File: config.mk
export PLATFORM = sky130hd
export DESIGN_NAME = mem_dma_initiator_flat
export DESIGN_NICKNAME = d
export VERILOG_FILES = /design/src/rtl/mem_dma_initiator_if.sv /design/src/rtl/mem_dma_initiator.sv /design/src/flat_wrapper.sv
export SDC_FILE = /design/constraint.sdc
export NUM_CORES = 1
export LEC_CHECK = 0
export CAP_MARGIN = 20
export CORE_AREA = 2 2 128 180
export CTS_BUF_LIST = sky130_fd_sc_hd__clkbuf_2
export DETAILED_ROUTE_END_ITERATION = 8
export DIE_AREA = 0 0 130 182
export PLACE_DENSITY = 0.67
export SETUP_SLACK_MARGIN = 0.1
export SYNTH_ARGS = -nofsm -noshare
export SYNTH_HDL_FRONTEND = slang
export SYNTH_SLANG_ARGS = --single-unit
File: constraint.sdc
create_clock -name clk -period 4.8 [get_ports clk]
set_input_delay 0.48 -clock clk [delete_from_list [all_inputs] [get_ports clk]]
set_output_delay 0.48 -clock clk [all_outputs]
set_load 0.02 [all_outputs]
File: src/rtl/mem_dma_initiator_if.sv
// Native memory bus between a word-copy initiator and its memory responder.
// Valid/ready handshake; wstrb 4'b0000 marks a read, 4'b1111 a full-word write.
interface mem_dma_initiator_if;
    localparam int unsigned ADDR_W = 32;
    localparam int unsigned DATA_W = 32;
    localparam int unsigned STRB_W = DATA_W / 8;

    logic              io_mem_valid;
    logic              io_mem_instr;
    logic [STRB_W-1:0] io_mem_wstrb;
    logic [ADDR_W-1:0] io_mem_addr;
    logic [DATA_W-1:0] io_mem_wdata;
    logic [DATA_W-1:0] io_mem_rdata;
    logic              io_mem_ready;

    modport master (
        output io_mem_valid,
        output io_mem_instr,
        output io_mem_wstrb,
        output io_mem_addr,
        output io_mem_wdata,
        input  io_mem_rdata,
        input  io_mem_ready
    );

    modport slave (
        input  io_mem_valid,
        input  io_mem_instr,
        input  io_mem_wstrb,
        input  io_mem_addr,
        input  io_mem_wdata,
        output io_mem_rdata,
        output io_mem_ready
    );
endinterface

File: src/rtl/mem_dma_initiator.sv
// Word-copy DMA initiator: one read then one write per word, with an idle bus
// cycle between transactions, abort at word boundaries and a ready timeout.
module mem_dma_initiator #(
    parameter int unsigned LEN_W   = 16,
    parameter int unsigned TIMEOUT = 255
) (
    input  logic                clk,
    input  logic                reset,
    input  logic                io_start,
    input  logic                io_abort,
    input  logic [31:0]         io_cfg_src,
    input  logic [31:0]         io_cfg_dst,
    input  logic [LEN_W-1:0]    io_cfg_len,
    output logic                io_busy,
    output logic                io_done,
    output logic                io_error,
    mem_dma_initiator_if.master mem
);
    localparam int unsigned ADDR_W  = 32;
    localparam int unsigned DATA_W  = 32;
    localparam int unsigned STRB_W  = 4;
    localparam int unsigned TO_W    = (TIMEOUT < 2) ? 1 : $clog2(TIMEOUT + 1);
    localparam int unsigned TO_LAST = (TIMEOUT == 0) ? 0 : TIMEOUT - 1;

    localparam logic [ADDR_W-1:0] WORD_MASK  = ~ADDR_W'(3);
    localparam logic [ADDR_W-1:0] WORD_BYTES = ADDR_W'(4);

    typedef enum logic [2:0] {
        S_IDLE,
        S_RD,
        S_WR,
        S_GAP_RD,
        S_GAP_WR,
        S_FIN
    } state_e;

    state_e state_q, state_d;

    logic [ADDR_W-1:0] src_q, src_d;
    logic [ADDR_W-1:0] dst_q, dst_d;
    logic [LEN_W-1:0]  len_q, len_d;
    logic [DATA_W-1:0] data_q, data_d;
    logic [TO_W-1:0]   to_cnt_q, to_cnt_d;
    logic              abort_q, abort_d;
    logic              busy_q, busy_d;
    logic              done_q, done_d;
    logic              error_q, error_d;
    logic              valid_q, valid_d;
    logic [STRB_W-1:0] wstrb_q, wstrb_d;
    logic [ADDR_W-1:0] addr_q, addr_d;
    logic [DATA_W-1:0] wdata_q, wdata_d;

    logic to_expired;
    logic stop_req;

    // The last permitted wait cycle without ready; a disabled timeout never expires.
    assign to_expired = (TIMEOUT != 0) && (to_cnt_q == TO_W'(TO_LAST));
    assign stop_req   = abort_q | io_abort;

    // FIN is the only way out of a job, so done always lags it by one registered cycle.
    always_comb begin
        state_d  = state_q;
        src_d    = src_q;
        dst_d    = dst_q;
        len_d    = len_q;
        data_d   = data_q;
        to_cnt_d = to_cnt_q;
        abort_d  = abort_q | (io_abort & busy_q);
        error_d  = error_q;
        wstrb_d  = wstrb_q;
        addr_d   = addr_q;
        wdata_d  = wdata_q;

        case (state_q)
            S_IDLE: begin
                abort_d = 1'b0;
                if (io_start) begin
                    error_d = 1'b0;
                    if (io_cfg_len != '0) begin
                        src_d   = io_cfg_src & WORD_MASK;
                        dst_d   = io_cfg_dst & WORD_MASK;
                        len_d   = io_cfg_len;
                        addr_d  = io_cfg_src & WORD_MASK;
                        wstrb_d = '0;
                        state_d = S_RD;
                    end else begin
                        state_d = S_FIN;
                    end
                end
            end

            S_RD: begin
                if (mem.io_mem_ready) begin
                    data_d   = mem.io_mem_rdata;
                    to_cnt_d = '0;
                    state_d  = S_GAP_WR;
                end else if (to_expired) begin
                    error_d  = 1'b1;
                    to_cnt_d = '0;
                    state_d  = S_FIN;
                end else begin
                    to_cnt_d = to_cnt_q + TO_W'(1);
                end
            end

            S_GAP_WR: begin
                addr_d  = dst_q;
                wstrb_d = '1;
                wdata_d = data_q;
                state_d = S_WR;
            end

            S_WR: begin
                if (mem.io_mem_ready) begin
                    src_d    = src_q + WORD_BYTES;
                    dst_d    = dst_q + WORD_BYTES;
                    len_d    = len_q - LEN_W'(1);
                    to_cnt_d = '0;
                    if ((len_q == LEN_W'(1)) || stop_req) begin
                        state_d = S_FIN;
                    end else begin
                        state_d = S_GAP_RD;
                    end
                end else if (to_expired) begin
                    error_d  = 1'b1;
                    to_cnt_d = '0;
                    state_d  = S_FIN;
                end else begin
                    to_cnt_d = to_cnt_q + TO_W'(1);
                end
            end

            // A word boundary: an abort seen here stops before the next read starts.
            S_GAP_RD: begin
                if (stop_req) begin
                    state_d = S_FIN;
                end else begin
                    addr_d  = src_q;
                    wstrb_d = '0;
                    state_d = S_RD;
                end
            end

            S_FIN: begin
                abort_d = 1'b0;
                state_d = S_IDLE;
            end

            default: begin
                state_d = S_IDLE;
            end
        endcase

        valid_d = (state_d == S_RD) || (state_d == S_WR);
        busy_d  = (state_d != S_IDLE) && (state_d != S_FIN);
        done_d  = (state_q == S_FIN);
    end

    // State register.
    always_ff @(posedge clk or negedge reset) begin
        if (!reset) begin
            state_q <= S_IDLE;
        end else begin
            state_q <= state_d;
        end
    end

    // Job context and registered outputs.
    always_ff @(posedge clk or negedge reset) begin
        if (!reset) begin
            src_q    <= '0;
            dst_q    <= '0;
            len_q    <= '0;
            data_q   <= '0;
            to_cnt_q <= '0;
            abort_q  <= 1'b0;
            busy_q   <= 1'b0;
            done_q   <= 1'b0;
            error_q  <= 1'b0;
            valid_q  <= 1'b0;
            wstrb_q  <= '0;
            addr_q   <= '0;
            wdata_q  <= '0;
        end else begin
            src_q    <= src_d;
            dst_q    <= dst_d;
            len_q    <= len_d;
            data_q   <= data_d;
            to_cnt_q <= to_cnt_d;
            abort_q  <= abort_d;
            busy_q   <= busy_d;
            done_q   <= done_d;
            error_q  <= error_d;
            valid_q  <= valid_d;
            wstrb_q  <= wstrb_d;
            addr_q   <= addr_d;
            wdata_q  <= wdata_d;
        end
    end

    assign io_busy          = busy_q;
    assign io_done          = done_q;
    assign io_error         = error_q;
    assign mem.io_mem_valid = valid_q;
    assign mem.io_mem_instr = 1'b0;
    assign mem.io_mem_wstrb = wstrb_q;
    assign mem.io_mem_addr  = addr_q;
    assign mem.io_mem_wdata = wdata_q;
endmodule

File: src/flat_wrapper.sv
// flat-port wrapper written by rule: the top's interface ports become plain ports
module mem_dma_initiator_flat 
#(
    parameter int unsigned LEN_W   = 16,
    parameter int unsigned TIMEOUT = 255
)
  (clk, reset, io_start, io_abort, io_cfg_src, io_cfg_dst, io_cfg_len, io_busy, io_done, io_error, mem_io_mem_valid, mem_io_mem_instr, mem_io_mem_wstrb, mem_io_mem_addr, mem_io_mem_wdata, mem_io_mem_rdata, mem_io_mem_ready);
  mem_dma_initiator_if mem_i ();
  input  logic clk;
  input  logic reset;
  input  logic io_start;
  input  logic io_abort;
  input  logic [31:0] io_cfg_src;
  input  logic [31:0] io_cfg_dst;
  input  logic [LEN_W-1:0] io_cfg_len;
  output logic io_busy;
  output logic io_done;
  output logic io_error;
  output wire logic [$bits(mem_i.io_mem_valid)-1:0] mem_io_mem_valid;
  output wire logic [$bits(mem_i.io_mem_instr)-1:0] mem_io_mem_instr;
  output wire logic [$bits(mem_i.io_mem_wstrb)-1:0] mem_io_mem_wstrb;
  output wire logic [$bits(mem_i.io_mem_addr)-1:0] mem_io_mem_addr;
  output wire logic [$bits(mem_i.io_mem_wdata)-1:0] mem_io_mem_wdata;
  input wire logic [$bits(mem_i.io_mem_rdata)-1:0] mem_io_mem_rdata;
  input wire logic [$bits(mem_i.io_mem_ready)-1:0] mem_io_mem_ready;
  assign mem_io_mem_valid = mem_i.io_mem_valid;
  assign mem_io_mem_instr = mem_i.io_mem_instr;
  assign mem_io_mem_wstrb = mem_i.io_mem_wstrb;
  assign mem_io_mem_addr = mem_i.io_mem_addr;
  assign mem_io_mem_wdata = mem_i.io_mem_wdata;
  assign mem_i.io_mem_rdata = mem_io_mem_rdata;
  assign mem_i.io_mem_ready = mem_io_mem_ready;
  mem_dma_initiator #(.LEN_W(LEN_W), .TIMEOUT(TIMEOUT)) u_core (.clk(clk), .reset(reset), .io_start(io_start), .io_abort(io_abort), .io_cfg_src(io_cfg_src), .io_cfg_dst(io_cfg_dst), .io_cfg_len(io_cfg_len), .io_busy(io_busy), .io_done(io_done), .io_error(io_error), .mem(mem_i));
endmodule
==> results of run 1 <==
-- registers in the layout, summed over array words and instances (netlist names) --
| name | cells |
|---|---|
| u_core.data_q | 32 |
| u_core.mem.io_mem_valid | 1 |
| u_core.abort_q | 1 |
| u_core.dst_q | 30 |
| u_core.mem.io_mem_addr | 31 |
| u_core.io_done | 1 |
| u_core.mem.io_mem_wdata | 32 |
| u_core.mem.io_mem_wstrb | 1 |
| u_core.to_cnt_q | 8 |
| u_core.io_error | 1 |
| u_core.src_q | 30 |
| u_core.state_q | 3 |
| u_core.len_q | 16 |
| u_core.io_busy | 1 |
-- kinds of logic (layout without fill, tap and decap cells) --
family	Yosys count	after routing	synth area share, %
and+or+nand+nor	347	347	16.8
AOI/OAI and AO/OA	326	326	21.3
DFF	188	188	47.9
buffers and inverters	126	283	5.69
muxes	65	65	7.08
adders and majority gates	6	6	0.764
xor gates and xnor gates	5	5	0.446
other	1	2	0.0382
-- timing repair --
| action | CTS | global route |
|---|---|---|
| endpoints found under the hold margin | 100 | 0 |
| gates resized for setup | 0 | 0 |
| hold buffers | 1 | 0 |
-- worst min-delay path, delay by kind of cell --
| kind | cells | cell delay (ns) |
|---|---|---|
| buf+inv | 1 | 0.43 |
| simple gates | 1 | 0.07 |
| compound gates | 1 | 0.07 |
-- final timing paths --
kind	startpoint	endpoint	slack, ns	cells past startpoint
min	io_cfg_dst[20]	u_core.dst_q[20]	0.20	3
max	u_core.state_q[1]	u_core.src_q[31]	2.12	5
min in group asynchronous	reset	u_core.dst_q[19]	0.24	2
max in group asynchronous	reset	u_core.mem.io_mem_wdata[30]	3.57	3
min reg2reg	u_core.data_q[14]	u_core.mem.io_mem_wdata[14]	0.50	2
max reg2reg	u_core.state_q[1]	u_core.src_q[31]	2.12	5
-- stage by stage --
step	hold slack (ns)	cell area (sq um)
floorplan	0.184	9830
global placement	0.443	11900
detailed placement	0.452	11900
CTS	0.128	12100
global route	0.119	12100
finish	0.196	12100
-- placed cells by master, fill, tap and decap left out, types with 4 or more instances in the layout --
cell	n
a21oi_1	116
a22o_1	24
a22oi_1	13
a2bb2oi_1	4
a31oi_1	9
a32oi_1	4
and3_1	7
and4_1	6
buf_4	17
clkbuf_2	18
clkdlybuf4s50_1	183
clkinv_4	5
dfrtp_1	188
ha_1	6
inv_1	46
mux2_2	36
mux2i_1	29
nand2_1	164
nand2b_1	6
nand3_1	30
nand4_1	20
nor2_1	49
nor3_1	21
nor3b_1	4
nor4_1	12
o21ai_0	60
o22a_1	7
o22ai_1	30
o2bb2a_1	6
o2bb2ai_1	10
o31ai_1	8
or3_1	5
-- per-layer routing --
layer | global-route usage (%) | routed length (um) | vias to the layer above
met5 | 0 | 13 | -
met4 | 10.2 | 979 | 2
met1 | 29.6 | 11000 | 4228
li1 | - | - | 4140
met2 | 40.5 | 13900 | 322
met3 | 6.63 | 2040 | 50
-- area by class of cell --
type / count / area share [%]
Sequential cell: 188 / 39.0
Multi-Input combinational cell: 750 / 38.1
Timing Repair Buffer: 205 / 16.8
Tap cell: 301 / 3.12
Inverter: 46 / 1.43
Clock inverter: 14 / 0.819
Clock buffer: 18 / 0.746
Antenna cell: 1 / 0.0207
-- where the power goes --
part / internal (uW) / switching [uW]
combinational: 1600 / 1950
sequential: 2320 / 742
clock: 139 / 574
==> results.sh, run 1 <==
export IMPL_fin_skew_ns=0.0483
export IMPL_grt_pass1_wl_um=45200
export IMPL_die_y_um=182
export IMPL_crit_arrival_ns=3.39
export IMPL_path_buf_inv=0
export IMPL_cts_tree="built"
export IMPL_min_path_type="input pin to flop"
export IMPL_synthTopCellsByArea="dfrtp_1 48%, nand2_1 6.3%, a21oi_1 5.9%"
export IMPL_worstPathCellList="or3b_2, or3_4, nor3_2, a31oi_1, o22a_1"
export IMPL_drive_above_1_share_pct=8.68
export IMPL_dieArea_sq_um=23700
export IMPL_synth_most_common_cell="dfrtp_1"
export IMPL_async_reset_ff_share_pct=100
export IMPL_fillers=2075
export IMPL_worst_pin_slew_ns=0.875
export IMPL_yosysUniqueCellTypes=75
export IMPL_timing_final_ws_setup_ns=2.12
export IMPL_cts_buffers_inserted=17
export IMPL_p_total_uw=7320
export IMPL_clkSinkCount=188
export IMPL_p_leak_uw=0.00500
export IMPL_clk_latency_ns=0.83
export IMPL_areaGrowthSynthToFinish_pct=22.9
export IMPL_critical_path_max_stage_delay_ns=0.82
export IMPL_detail_route_wl_per_cell_um=18.4
export IMPL_synth_area_per_cell_sq_um=9.24
export IMPL_synth_ff_type="dfrtp_1"
export IMPL_preCtsSetupSlack_ns=1.77
export IMPL_coreArea_sq_um=22200
export IMPL_postCtsSetupBuffers=0
export IMPL_drv_cap=0
export IMPL_slew_headroom_pct=41.2
export IMPL_ys_seq_area_share_pct=47.9
export IMPL_cp_start_kind="flop"
export IMPL_path_class="flop to flop"
export IMPL_power_density_nw_per_um2=606
export IMPL_ios=190
export IMPL_drc=0
export IMPL_root_buffer="clkbuf_2"
export IMPL_ys_warnings_count=0
export IMPL_dpl_hpwl_um=19400
export IMPL_vias_per_cell=5.74
export IMPL_outcome="finished clean"
export IMPL_start_util_pct=44.3
export IMPL_vdd_ir_drop_max_mv=0.381
export IMPL_clockBufferDepth=2
export IMPL_period_minus_slack_ns=2.68
export IMPL_yosys_top_cells_count="188 x dfrtp_1, 164 x nand2_1, 116 x a21oi_1, 60 x o21ai_0, 51 x nor2_1"
export IMPL_antenna_found_initial=4
export IMPL_synth_edf_count=0
export IMPL_utilization_pct=54.4
export IMPL_gp_congestion=0.883
export IMPL_synth_top_cell_area_share_pct=47.9
export IMPL_regArea_sq_um=4700
export IMPL_synthesis_nets=1187
export IMPL_grt_max_degree=102
export IMPL_drtAntennaViolNets=0
export IMPL_portBuffers=184
export IMPL_ys_ff_latch=188
export IMPL_num_rows=65
export IMPL_multiInputGateArea_sq_um=4600
export IMPL_timing_fmax_ghz=0.374
export IMPL_grt_pass1_vias=8662
export IMPL_setup_tns_final_ns=0
export IMPL_yosysTopAreaCell="dfrtp_1"
export IMPL_dr_first_iter_drc_count=531
export IMPL_postRouteWirelength_um=28000
export IMPL_slew_viol_final=0
export IMPL_htree_levels=4
export IMPL_setup_viol=0
export IMPL_vias=8742
export IMPL_cp_max_fo=33
export IMPL_critical_path_required_ns=5.52
export IMPL_dp_cells=1488
export IMPL_die_width_um=130
export IMPL_grt_overflow_total=0
export IMPL_rsz0062_at_grt="no"
export IMPL_dr_pass1_iters=5
export IMPL_synth_area_sq_um=9830
export IMPL_finalHoldViolCount=0
export IMPL_crit_slowest_cell="or3b_2"
export IMPL_nets=1331
export IMPL_netlist_instances=1064
export IMPL_cp_top_family="simple AND/OR/NAND/NOR gates"
export IMPL_timing_final_crit_share_pct=55.7
export IMPL_instances_no_fill=1523
export IMPL_end_kind="flop"
export IMPL_clk_pin_slew_ns=0.30
export IMPL_grt_total_usage_pct=24.4
(Power assumes the default switching activity.)
==> run 2, diff against run 1 <==
--- a/config.mk
+++ b/config.mk
@@ -10,7 +10,7 @@
 export CTS_BUF_LIST = sky130_fd_sc_hd__clkbuf_2
 export DETAILED_ROUTE_END_ITERATION = 8
 export DIE_AREA = 0 0 130 182
-export PLACE_DENSITY = 0.67
+export PLACE_DENSITY = 0.7
 export SETUP_SLACK_MARGIN = 0.1
 export SYNTH_ARGS = -nofsm -noshare
 export SYNTH_HDL_FRONTEND = slang
==> constraint.sdc (replaced) <==
create_clock -name clk -period 2.45 [get_ports clk]
set_input_delay 0.245 -clock clk [delete_from_list [all_inputs] [get_ports clk]]
set_output_delay 0.245 -clock clk [all_outputs]
set_load 0.02 [all_outputs]
==> run 2 against run 1 <==
Non-clock buffer count increased by 88. Register-to-register slack lost 2.0 ns. Combinational power is 120% higher. Via count increased by 3.8%. Global-route usage increased by 0.83 points. First-iteration DRC count rose by 24%. Clock power grew 140%. Hold slack lost 0.14 ns. Largest cell class unchanged.
==> results.sh, run 2 (same netlist as run 1, synthesis figures left out) <==
export IMPL_outcome="finished clean"
export IMPL_grt_pass1_wl_um=46800
export IMPL_detail_route_wl_per_cell_um=18.2
export IMPL_rr_startpoint="u_core.dst_q[2]"
export IMPL_slew_viol_final=0
export IMPL_slew_headroom_pct=45.1
export IMPL_cts_buffers_inserted=17
export IMPL_drv_cap=0
export IMPL_grt_pass1_vias=9068
export IMPL_busiest_layer="met2"
export IMPL_coreArea_sq_um=22200
export IMPL_rsz0062_at_grt="no"
export IMPL_num_rows=65
export IMPL_end_kind="flop"
export IMPL_hold_path_cell_count=2
export IMPL_portBuffers=184
export IMPL_worstPathCellList="ha_1, nand3_1, or4_1, or3_4, o32ai_2, a21oi_1"
export IMPL_timing_fmax_ghz=0.436
export IMPL_min_path_type="input pin to flop"
export IMPL_reg2reg_depth=6
export IMPL_crit_arrival_ns=2.99
export IMPL_drc=0
export IMPL_root_buffer="clkbuf_2"
export IMPL_vdd_ir_drop_max_mv=0.699
export IMPL_timing_final_crit_share_pct=93.6
export IMPL_clk_pin_slew_ns=0.29
export IMPL_clkSinkCount=188
export IMPL_path_class="flop to flop"
export IMPL_rr_endpoint="u_core.dst_q[30]"
export IMPL_critical_path_max_stage_delay_ns=0.57
export IMPL_hold_end="u_core.data_q[13]"
export IMPL_clk_latency_ns=0.80
export IMPL_cts_tree="built"
export IMPL_final_common_cell="dfrtp_1"
export IMPL_die_width_um=130
export IMPL_dr_pass1_iters=8
export IMPL_fin_skew_ns=0.0485
export IMPL_clockBufferDepth=2
export IMPL_drtAntennaViolNets=0
export IMPL_setup_tns_final_ns=0
export IMPL_vias=9074
export IMPL_worst_pin_slew_ns=0.823
export IMPL_postCtsSetupBuffers=0
export IMPL_cp_max_fo=4
export IMPL_gp_congestion=0.923
export IMPL_crit_slowest_cell="or4_1"
export IMPL_grt_overflow_total=0
export IMPL_power_density_nw_per_um2=1180
export IMPL_holdCritStartpoint="mem_io_mem_rdata[13]"
export IMPL_p_leak_uw=0.00548
export IMPL_grt_total_usage_pct=25.2
export IMPL_final_cell_mix="185 x dfrtp_1, 183 x clkdlybuf4s50_1, 164 x nand2_1, 116 x a21oi_1"
export IMPL_setup_viol=0
export IMPL_postRouteWirelength_um=29200
export IMPL_htree_levels=4
export IMPL_utilization_pct=58.6
export IMPL_grt_max_degree=69
export IMPL_dr_first_iter_drc_count=659
export IMPL_ios=190
export IMPL_antenna_found_initial=1
export IMPL_critical_path_required_ns=3.15
export IMPL_period_minus_slack_ns=2.29
export IMPL_drive_above_1_share_pct=12.2
export IMPL_areaGrowthSynthToFinish_pct=32.5
export IMPL_grt_util_met3_pct=6.42
export IMPL_cp_start_kind="flop"
export IMPL_gr_usage_met1_pct=29.9
export IMPL_die_y_um=182
export IMPL_finalHoldViolCount=0
export IMPL_start_util_pct=44.3
export IMPL_reg2reg_slack_ns=0.16
export IMPL_met2_usage_pct=43.0
export IMPL_nets=1419
export IMPL_dieArea_sq_um=23700
export IMPL_dpl_hpwl_um=20600
export IMPL_vias_per_cell=5.64
-- run 2: changes by cell type in the layout (fill, tap and decap cells not counted), moves of 2 or more --
cell / previous run / this run
clkinvlp_4: 2 / 0
buf_12: 2 / 12
dlygate4sd3_1: 1 / 37
bufinv_16: 0 / 3
clkinv_4: 5 / 1
dfrtp_2: 0 / 3
dfrtp_1: 188 / 185
buf_4: 17 / 60
inv_6: 2 / 4
-- run 2: worst max-delay path by stage --
stage,to,cells after the start,startpoint,slack (ns)
global route,u_core.len_q[2],8,u_core.state_q[0],0.10
floorplan,u_core.dst_q[30],7,u_core.dst_q[2],0.30
global placement,u_core.mem.io_mem_addr[22],8,io_cfg_len[2],0.04
CTS,u_core.dst_q[30],6,u_core.dst_q[2],0.14
finish,u_core.dst_q[30],6,u_core.dst_q[2],0.16
detailed placement,u_core.mem.io_mem_addr[22],8,io_cfg_len[2],0.008
-- run 2: worst max-delay path: cells and delay by family (launching register included) --
family	cells	cell delay [ns]
DFF	1	0.49
and+or+nand+nor	3	1.09
AOI/OAI and AO/OA	2	0.35
adders and majority gates	1	0.23
-- run 2: layer usage --
metal  share of wire [%]  vias to the layer above  wire length (um)
met5                   0                        -                 0
met3                 7.2                       48              2090
met4                 3.6                        0              1040
met2                  51                      307             14900
met1                  38                     4384             11200
li1                    -                     4335                 -
-- run 2: repair_timing --
item,CTS,global route
resized for setup,0,3
setup endpoints to repair,0,3
hold endpoints to repair,220,3
hold buffers,34,3
-- run 2: layout make-up --
| class | instances | area (sq um) |
|---|---|---|
| diodes | 1 | 2.50 |
| repair buffers | 293 | 2910 |
| clock buffers | 18 | 90.1 |
| inverters | 46 | 173 |
| fillers | 1980 | 9190 |
| multi-input cells | 750 | 4600 |
| flip-flops and latches | 188 | 4710 |
| well taps | 301 | 377 |
| clock inverters | 12 | 159 |
-- run 2: per-stage QoR --
stage	setup slack, ns	hold WS [ns]	power [uW]	std cells	cell area (sq um)
2_1_floorplan	0.298	-0.0506	10400	1064	9830
3_3_place_gp	0.0376	0.302	13400	1541	12400
3_5_place_dp	0.00757	0.298	13600	1541	12400
4_1_cts	0.136	0.00503	15400	1605	13000
5_1_grt	0.104	0.00554	16400	1609	13000
6_report	0.156	0.0592	15300	1609	13000
-- run 2: power by group --
group	switching, uW	internal (uW)	leakage, uW
clock	1110	580	0.000155
combinational	4140	3660	0.00307
sequential	1290	4560	0.00225
